[src/rtl/mpu_sample_scheduler.sv]
// mpu_sample_scheduler: MPU6050 init sequence plus periodic accel/gyro burst reads over a single-register I2C engine.
// Optional MPU_TEMP_READ_EN adds the temp output and widens the read list to the contiguous 0x3B..0x48.
module mpu_sample_scheduler #(
    parameter int SAMPLE_DIV = 500000,
    parameter int RESET_WAIT = 5000000,
    parameter int RETRY_MAX  = 3
) (
    input  logic        clk,
    input  logic        rst_n,
    output logic        cmd_valid,
    input  logic        cmd_ready,
    output logic        cmd_rw,
    output logic [7:0]  cmd_reg,
    output logic [7:0]  cmd_wdata,
    input  logic        rsp_valid,
    input  logic        rsp_nack,
    input  logic [7:0]  rsp_rdata,
    output logic [15:0] acc_x,
    output logic [15:0] acc_y,
    output logic [15:0] acc_z,
    output logic [15:0] gyro_x,
    output logic [15:0] gyro_y,
    output logic [15:0] gyro_z,
`ifdef MPU_TEMP_READ_EN
    output logic [15:0] temp,
`endif
    output logic        sample_valid,
    output logic        init_done,
    output logic        overrun,
    output logic        err
);
`ifdef MPU_TEMP_READ_EN
    localparam int NRD = 14;
    localparam int GB  = 8;
`else
    localparam int NRD = 12;
    localparam int GB  = 6;
`endif
    localparam int TW = $clog2(SAMPLE_DIV);
    localparam int SW = $clog2(RESET_WAIT);
    localparam int RW = $clog2(RETRY_MAX + 1);
    // {reg, data} per init step, step 0 in the low 16 bits
    localparam logic [95:0] INIT_TAB = {16'h1C01, 16'h1B18, 16'h1A06, 16'h1907, 16'h6B00, 16'h6B80};

    typedef enum logic [2:0] {INIT_ISSUE, INIT_RSP, SETTLE, IDLE, RD_ISSUE, RD_RSP, PUBLISH} state_t;

    state_t        state;
    logic [TW-1:0] tick_cnt;
    logic [SW-1:0] settle_cnt;
    logic [RW-1:0] retry;
    logic [3:0]    idx;
    logic [7:0]    shadow [NRD];
    logic          tick;
    logic          rd_phase;
    logic [7:0]    init_reg;
    logic [7:0]    init_wdata;
    logic [7:0]    rd_reg;

    assign tick = tick_cnt == TW'(SAMPLE_DIV - 1);
    assign rd_phase = state == RD_ISSUE || state == RD_RSP;
    assign {init_reg, init_wdata} = INIT_TAB[{idx, 4'b0000} +: 16];
`ifdef MPU_TEMP_READ_EN
    assign rd_reg = 8'h3B + {4'd0, idx};
`else
    assign rd_reg = idx < 4'd6 ? 8'h3B + {4'd0, idx} : 8'h3D + {4'd0, idx};
`endif

    always_ff @(posedge clk or negedge rst_n) begin
        if (!rst_n) begin
            state        <= INIT_ISSUE;
            tick_cnt     <= '0;
            settle_cnt   <= '0;
            retry        <= '0;
            idx          <= '0;
            shadow       <= '{default: '0};
            cmd_valid    <= 1'b0;
            cmd_rw       <= 1'b0;
            cmd_reg      <= '0;
            cmd_wdata    <= '0;
            acc_x        <= '0;
            acc_y        <= '0;
            acc_z        <= '0;
            gyro_x       <= '0;
            gyro_y       <= '0;
            gyro_z       <= '0;
`ifdef MPU_TEMP_READ_EN
            temp         <= '0;
`endif
            sample_valid <= 1'b0;
            init_done    <= 1'b0;
            overrun      <= 1'b0;
            err          <= 1'b0;
        end else begin
            tick_cnt     <= tick ? '0 : tick_cnt + 1'b1;
            sample_valid <= 1'b0;
            if (tick && (rd_phase || state == PUBLISH))
                overrun <= 1'b1;
            case (state)
                INIT_ISSUE, RD_ISSUE: begin
                    // every ISSUE entry arrives with cmd_valid low; the command is loaded one cycle later
                    if (!cmd_valid) begin
                        cmd_valid <= 1'b1;
                        cmd_rw    <= rd_phase;
                        cmd_reg   <= rd_phase ? rd_reg : init_reg;
                        cmd_wdata <= rd_phase ? 8'h00 : init_wdata;
                    end else if (cmd_ready) begin
                        cmd_valid <= 1'b0;
                        state     <= rd_phase ? RD_RSP : INIT_RSP;
                    end
                end
                INIT_RSP, RD_RSP: begin
                    if (rsp_valid) begin
                        if (rsp_nack) begin
                            if (retry == RW'(RETRY_MAX)) begin
                                err       <= 1'b1;
                                init_done <= 1'b0;
                                retry     <= '0;
                                idx       <= '0;
                                shadow    <= '{default: '0};
                                state     <= INIT_ISSUE;
                            end else begin
                                retry <= retry + 1'b1;
                                state <= rd_phase ? RD_ISSUE : INIT_ISSUE;
                            end
                        end else begin
                            retry <= '0;
                            idx   <= idx + 1'b1;
                            if (rd_phase) begin
                                shadow[idx] <= rsp_rdata;
                                state       <= idx == 4'(NRD - 1) ? PUBLISH : RD_ISSUE;
                            end else begin
                                settle_cnt <= '0;
                                state      <= idx == 4'd0 ? SETTLE : idx == 4'd5 ? IDLE : INIT_ISSUE;
                                if (idx == 4'd5)
                                    init_done <= 1'b1;
                            end
                        end
                    end
                end
                SETTLE: begin
                    // RESET_WAIT-1 cycles here plus the ISSUE load cycle give RESET_WAIT command-free cycles
                    settle_cnt <= settle_cnt + 1'b1;
                    if (settle_cnt == SW'(RESET_WAIT - 2))
                        state <= INIT_ISSUE;
                end
                IDLE: begin
                    if (tick) begin
                        idx   <= '0;
                        state <= RD_ISSUE;
                    end
                end
                PUBLISH: begin
                    acc_x        <= {shadow[0], shadow[1]};
                    acc_y        <= {shadow[2], shadow[3]};
                    acc_z        <= {shadow[4], shadow[5]};
                    gyro_x       <= {shadow[GB], shadow[GB+1]};
                    gyro_y       <= {shadow[GB+2], shadow[GB+3]};
                    gyro_z       <= {shadow[GB+4], shadow[GB+5]};
`ifdef MPU_TEMP_READ_EN
                    temp         <= {shadow[6], shadow[7]};
`endif
                    sample_valid <= 1'b1;
                    state        <= IDLE;
                end
                default: state <= INIT_ISSUE;
            endcase
        end
    end
endmodule
[config.mk]
export PLATFORM = sky130hd
export DESIGN_NAME = mpu_sample_scheduler
export DESIGN_NICKNAME = d
export VERILOG_FILES = /design/src/rtl/mpu_sample_scheduler.sv
export SDC_FILE = /design/constraint.sdc
export NUM_CORES = 1
export LEC_CHECK = 0
export BUFFER_PORTS_ARGS = -buffer_cell sky130_fd_sc_hd__buf_2
export CORE_ASPECT_RATIO = 1.2
export CORE_MARGIN = 2
export CORE_UTILIZATION = 45
export DETAILED_ROUTE_END_ITERATION = 8
export MAX_ROUTING_LAYER = met4
export SYNTH_ARGS = -nofsm -noshare
export SYNTH_HDL_FRONTEND = slang
export SYNTH_SLANG_ARGS = --single-unit
[constraint.sdc]
create_clock -name clk -period 6.1 [get_ports clk]
set_input_delay 0.61 -clock clk [delete_from_list [all_inputs] [get_ports clk]]
set_output_delay 0.61 -clock clk [all_outputs]
set_load 0.01 [all_outputs]
==> results.sh <==
export IMPL_run_status="completed"
export IMPL_cts_resized_gates=0
export IMPL_tritoncts_num_buffers=26
export IMPL_grt_antenna_before_repair=0
export IMPL_start_util_pct=45.8
export IMPL_p_int_mw=2.69
export IMPL_finalNetCount=1089
export IMPL_vias=7547
export IMPL_syn_area_per_cell_sq_um=11.5
export IMPL_biggestRegsByFlops="shadow x96, settle_cnt x23, tick_cnt x19"
export IMPL_wire_length_of_the_first_global_routing_pass_mm=41.2
export IMPL_critPathKind="reg2reg"
export IMPL_diodes=0
export IMPL_firstDrtPassIters=4
export IMPL_ctsRootBufferMaster="sky130_fd_sc_hd__clkbuf_16"
export IMPL_fp_coreArea_sq_um=23900
export IMPL_fp_dieArea_sq_um=25600
export IMPL_hp_class="in2async"
export IMPL_critical_path_required_ns=6.52
export IMPL_clkLatencyLatePin_ns=0.52
export IMPL_globalRouteTotalUtil_pct=20.6
export IMPL_cts_htree_levels=1
export IMPL_leakage_nw=6.25
export IMPL_drc=0
export IMPL_post_cts_buffers=0
export IMPL_crit_path_max_incr_delay_ns=0.84
export IMPL_ios=131
export IMPL_die_h_microns=175
export IMPL_timing_critical_path_slowest_stage_cell="sky130_fd_sc_hd__dfrtp_1"
export IMPL_globalRoute_totalOverflow=0
export IMPL_cp_cell_sequence="clkinv_1 > nor2_1 > nand2_1 > o21ai_0"
export IMPL_worst_setup_sp_type="register"
export IMPL_grt_pass1_vias=7460
export IMPL_synth_area_top_cells="sky130_fd_sc_hd__dfrtp_1 (59%), sky130_fd_sc_hd__mux2_2 (10%), sky130_fd_sc_hd__o21ai_0 (5.3%), sky130_fd_sc_hd__nand2_1 (5.2%), sky130_fd_sc_hd__ha_1 (1.7%)"
export IMPL_clk_pin_slew_worst_paths_ns=0.07
export IMPL_top_cell_family_by_delay_on_the_critical_path="simple AND/OR/NAND/NOR gates"
export IMPL_drt_first_iter_violations=467
export IMPL_fraction_of_final_layout_cells_with_drive_strength_greater_than_1_pct=25.2
export IMPL_report_final_setup_viol=0
export IMPL_row_count=62
export IMPL_clockPowerShare_pct=47.5
export IMPL_switching_share_pct=20.3
export IMPL_sequential_cell_area_sq_um=6510
export IMPL_netSwitchingPower_uw=684
export IMPL_hpwlAfterDp_mm=17.1
export IMPL_worst_ir_drop_vdd_v=0.000164
export IMPL_period_minus_slack_ns=2.83
export IMPL_place_inst=1352
export IMPL_crit_path_end_kind="register"
export IMPL_clock_sink_count=260
export IMPL_largest_register="shadow"
export IMPL_cts_root_to_sink_buffers=3
export IMPL_setup_tns_final_ns=0
export IMPL_post_synth_top_area_fraction_pct=59.5
export IMPL_drt_vias_per_instance=5.41
export IMPL_worst_ep_arrival_time_ns=3.25
export IMPL_syn_instance_count=948
export IMPL_final_hold_violation_count=0
export IMPL_finalCritPeriodShare_pct=46.5
export IMPL_area_growth_pct=15.6
export IMPL_pwr_share_comb_pct=1.3
export IMPL_post_drt_wl_per_cell_microns=18.2
export IMPL_whs_ns=0.0559
export IMPL_netlist_area_sq_um=10900
export IMPL_area_used_by_multi_input_combinational_logic_sq_um=4150
export IMPL_least_margin_pin_slew_ns=0.942
export IMPL_max_reg_flops=96
export IMPL_port_buffer_count=127
export IMPL_routabilityCongestion=0.873
export IMPL_power_frac_seq_pct=51.1
export IMPL_die_w_microns=146
export IMPL_worstPathMaxFanout=21
export IMPL_synth_ff_latch_count=260
export IMPL_drt_antenna_net_count=0
export IMPL_num_fill_cells=2172
export IMPL_cp_num_buf_inv=1
export IMPL_ys_warns=0
export IMPL_clock_tree_from_tritoncts="built"
export IMPL_highest_attainable_clock_frequency_mhz=353
export IMPL_synth_edf_count=0
export IMPL_ys_flop_type="sky130_fd_sc_hd__dfrtp_1"
export IMPL_max_cap_violations=0
export IMPL_fin_cells=1394
export IMPL_grt_max_degree=172
export IMPL_most_frequent_standard_cell_in_the_layout_excluding_fill_and_tap_cells="sky130_fd_sc_hd__dfrtp_1"
export IMPL_synth_cell_type_count=61
export IMPL_worst_clock_skew_ns=0.0148
export IMPL_setup_repair_after_global_routing_missed_its_margin="no"
export IMPL_final_max_slew_violation_count=0
export IMPL_leading_area_contributor_after_synthesis="sky130_fd_sc_hd__dfrtp_1"
export IMPL_power_density_cell_area_nw_per_um2=267
export IMPL_wl_mm=25.3
export IMPL_cts_hold_buf=0
export IMPL_final_cell_mix="sky130_fd_sc_hd__dfrtp_1 (260), sky130_fd_sc_hd__nand2_1 (151), sky130_fd_sc_hd__buf_2 (126), sky130_fd_sc_hd__o21ai_0 (116), sky130_fd_sc_hd__mux2_2 (97)"
export IMPL_relSlewSlack_pct=37.2
export IMPL_seq_area_frac_synth_pct=59.5
export IMPL_asyncSetResetFlopFracSynth_pct=100
## synthesized netlist by cell type, types with 2 or more instances
cell type                  instances
sky130_fd_sc_hd__dfrtp_1         260
sky130_fd_sc_hd__xnor2_1          10
sky130_fd_sc_hd__a211oi_1          5
sky130_fd_sc_hd__or4_1             7
sky130_fd_sc_hd__and3b_1          10
sky130_fd_sc_hd__nand2b_1          8
sky130_fd_sc_hd__nand3_1          14
sky130_fd_sc_hd__mux2_1            2
sky130_fd_sc_hd__clkbuf_1         20
sky130_fd_sc_hd__xor2_1           11
sky130_fd_sc_hd__nor3b_1           5
sky130_fd_sc_hd__o211ai_1         17
sky130_fd_sc_hd__buf_1             4
sky130_fd_sc_hd__a21o_1            4
sky130_fd_sc_hd__nor3_1            8
sky130_fd_sc_hd__mux2_2           97
sky130_fd_sc_hd__o41ai_1           5
sky130_fd_sc_hd__a31o_2            2
sky130_fd_sc_hd__nor2_1           27
sky130_fd_sc_hd__buf_4            10
sky130_fd_sc_hd__and4_1            6
sky130_fd_sc_hd__nor4bb_1          3
sky130_fd_sc_hd__nand3b_1          2
sky130_fd_sc_hd__nor2b_1           5
sky130_fd_sc_hd__buf_2            11
sky130_fd_sc_hd__inv_1            12
sky130_fd_sc_hd__buf_6             2
sky130_fd_sc_hd__or3_1             5
sky130_fd_sc_hd__o311ai_0          4
sky130_fd_sc_hd__and3_1            3
sky130_fd_sc_hd__a31oi_1           6
sky130_fd_sc_hd__nand4_1          13
sky130_fd_sc_hd__nor4_1            7
sky130_fd_sc_hd__nand2_1         152
sky130_fd_sc_hd__o21ai_0         116
sky130_fd_sc_hd__ha_1             15
sky130_fd_sc_hd__o31ai_1          13
sky130_fd_sc_hd__a21oi_1          20
sky130_fd_sc_hd__mux2i_1           5
## power groups by stage
stage / registers (mW) / clock network (mW) / logic (mW)
floorplan: 1.76 / 0 / 0.00561
global placement: 1.76 / 0 / 0.0479
detailed placement: 1.76 / 0 / 0.0479
CTS: 1.72 / 1.64 / 0.0478
global route: 1.72 / 1.72 / 0.0535
finish: 1.72 / 1.60 / 0.0453
## worst paths after layout
check	from	endpoint	slack, ns	cells past startpoint
worst max-delay path	state[2]	shadow[94]	3.27	4
worst min-delay path	rst_n	settle_cnt[11]	0.06	1
worst max register to register	state[2]	shadow[94]	3.27	4
worst min register to register	overrun	overrun	0.47	1
max in group asynchronous	rst_n	shadow[41]	4.68	2
min in group clk	cmd_ready	cmd_valid	0.45	3
## layout make-up
| cell class | count | share of cell area (%) |
|---|---|---|
| clock inverter | 5 | 0.643 |
| clock buffer | 37 | 6.11 |
| multi-input combinational | 628 | 32.8 |
| inverter | 14 | 0.416 |
| tap | 320 | 3.17 |
| timing repair buffer | 130 | 5.38 |
| sequential | 260 | 51.4 |
## logic make-up after synthesis
kind of cell	count (synthesis)	share of synthesized area, %
mux	104	10.6
other cells	1	0.0343
compound gates	201	10.9
buf+inv	62	2.74
xor+xnor	21	1.68
flops	260	59.5
fa+ha+maj	16	1.90
simple gates	283	12.7
## metrics by stage
| step | setup WS, ns | power (mW) | utilization (%) | cell area, sq um |
|---|---|---|---|---|
| floorplan | 3.94 | 1.76 | - | 11000 |
| global placement | 3.30 | 1.80 | 49.4 | 11800 |
| detailed placement | 3.21 | 1.80 | 49.4 | 11800 |
| CTS | 3.28 | 3.41 | 52.9 | 12600 |
| global route | 2.97 | 3.49 | 52.9 | 12600 |
| finish | 3.27 | 3.37 | 52.9 | 12600 |
## worst reg2reg max path, delay by kind of cell (launching register included)
family	cells	cell delay, ns
AO/OA/AOI/OAI	1	0.32
AND/OR/NAND/NOR	2	1.09
buffers and inverters	1	0.49
flip-flops	1	0.84
## per-layer routing
layer | global-route usage (%) | vias up | wire [microns]
li1 | - | 3589 | -
met1 | 27.2 | 3769 | 11200
met2 | 34.1 | 142 | 12700
met3 | 2.48 | 47 | 869
met4 | 5.34 | 0 | 609
met5 | - | - | 0
Note: power is estimated with default switching activity, not from simulation.
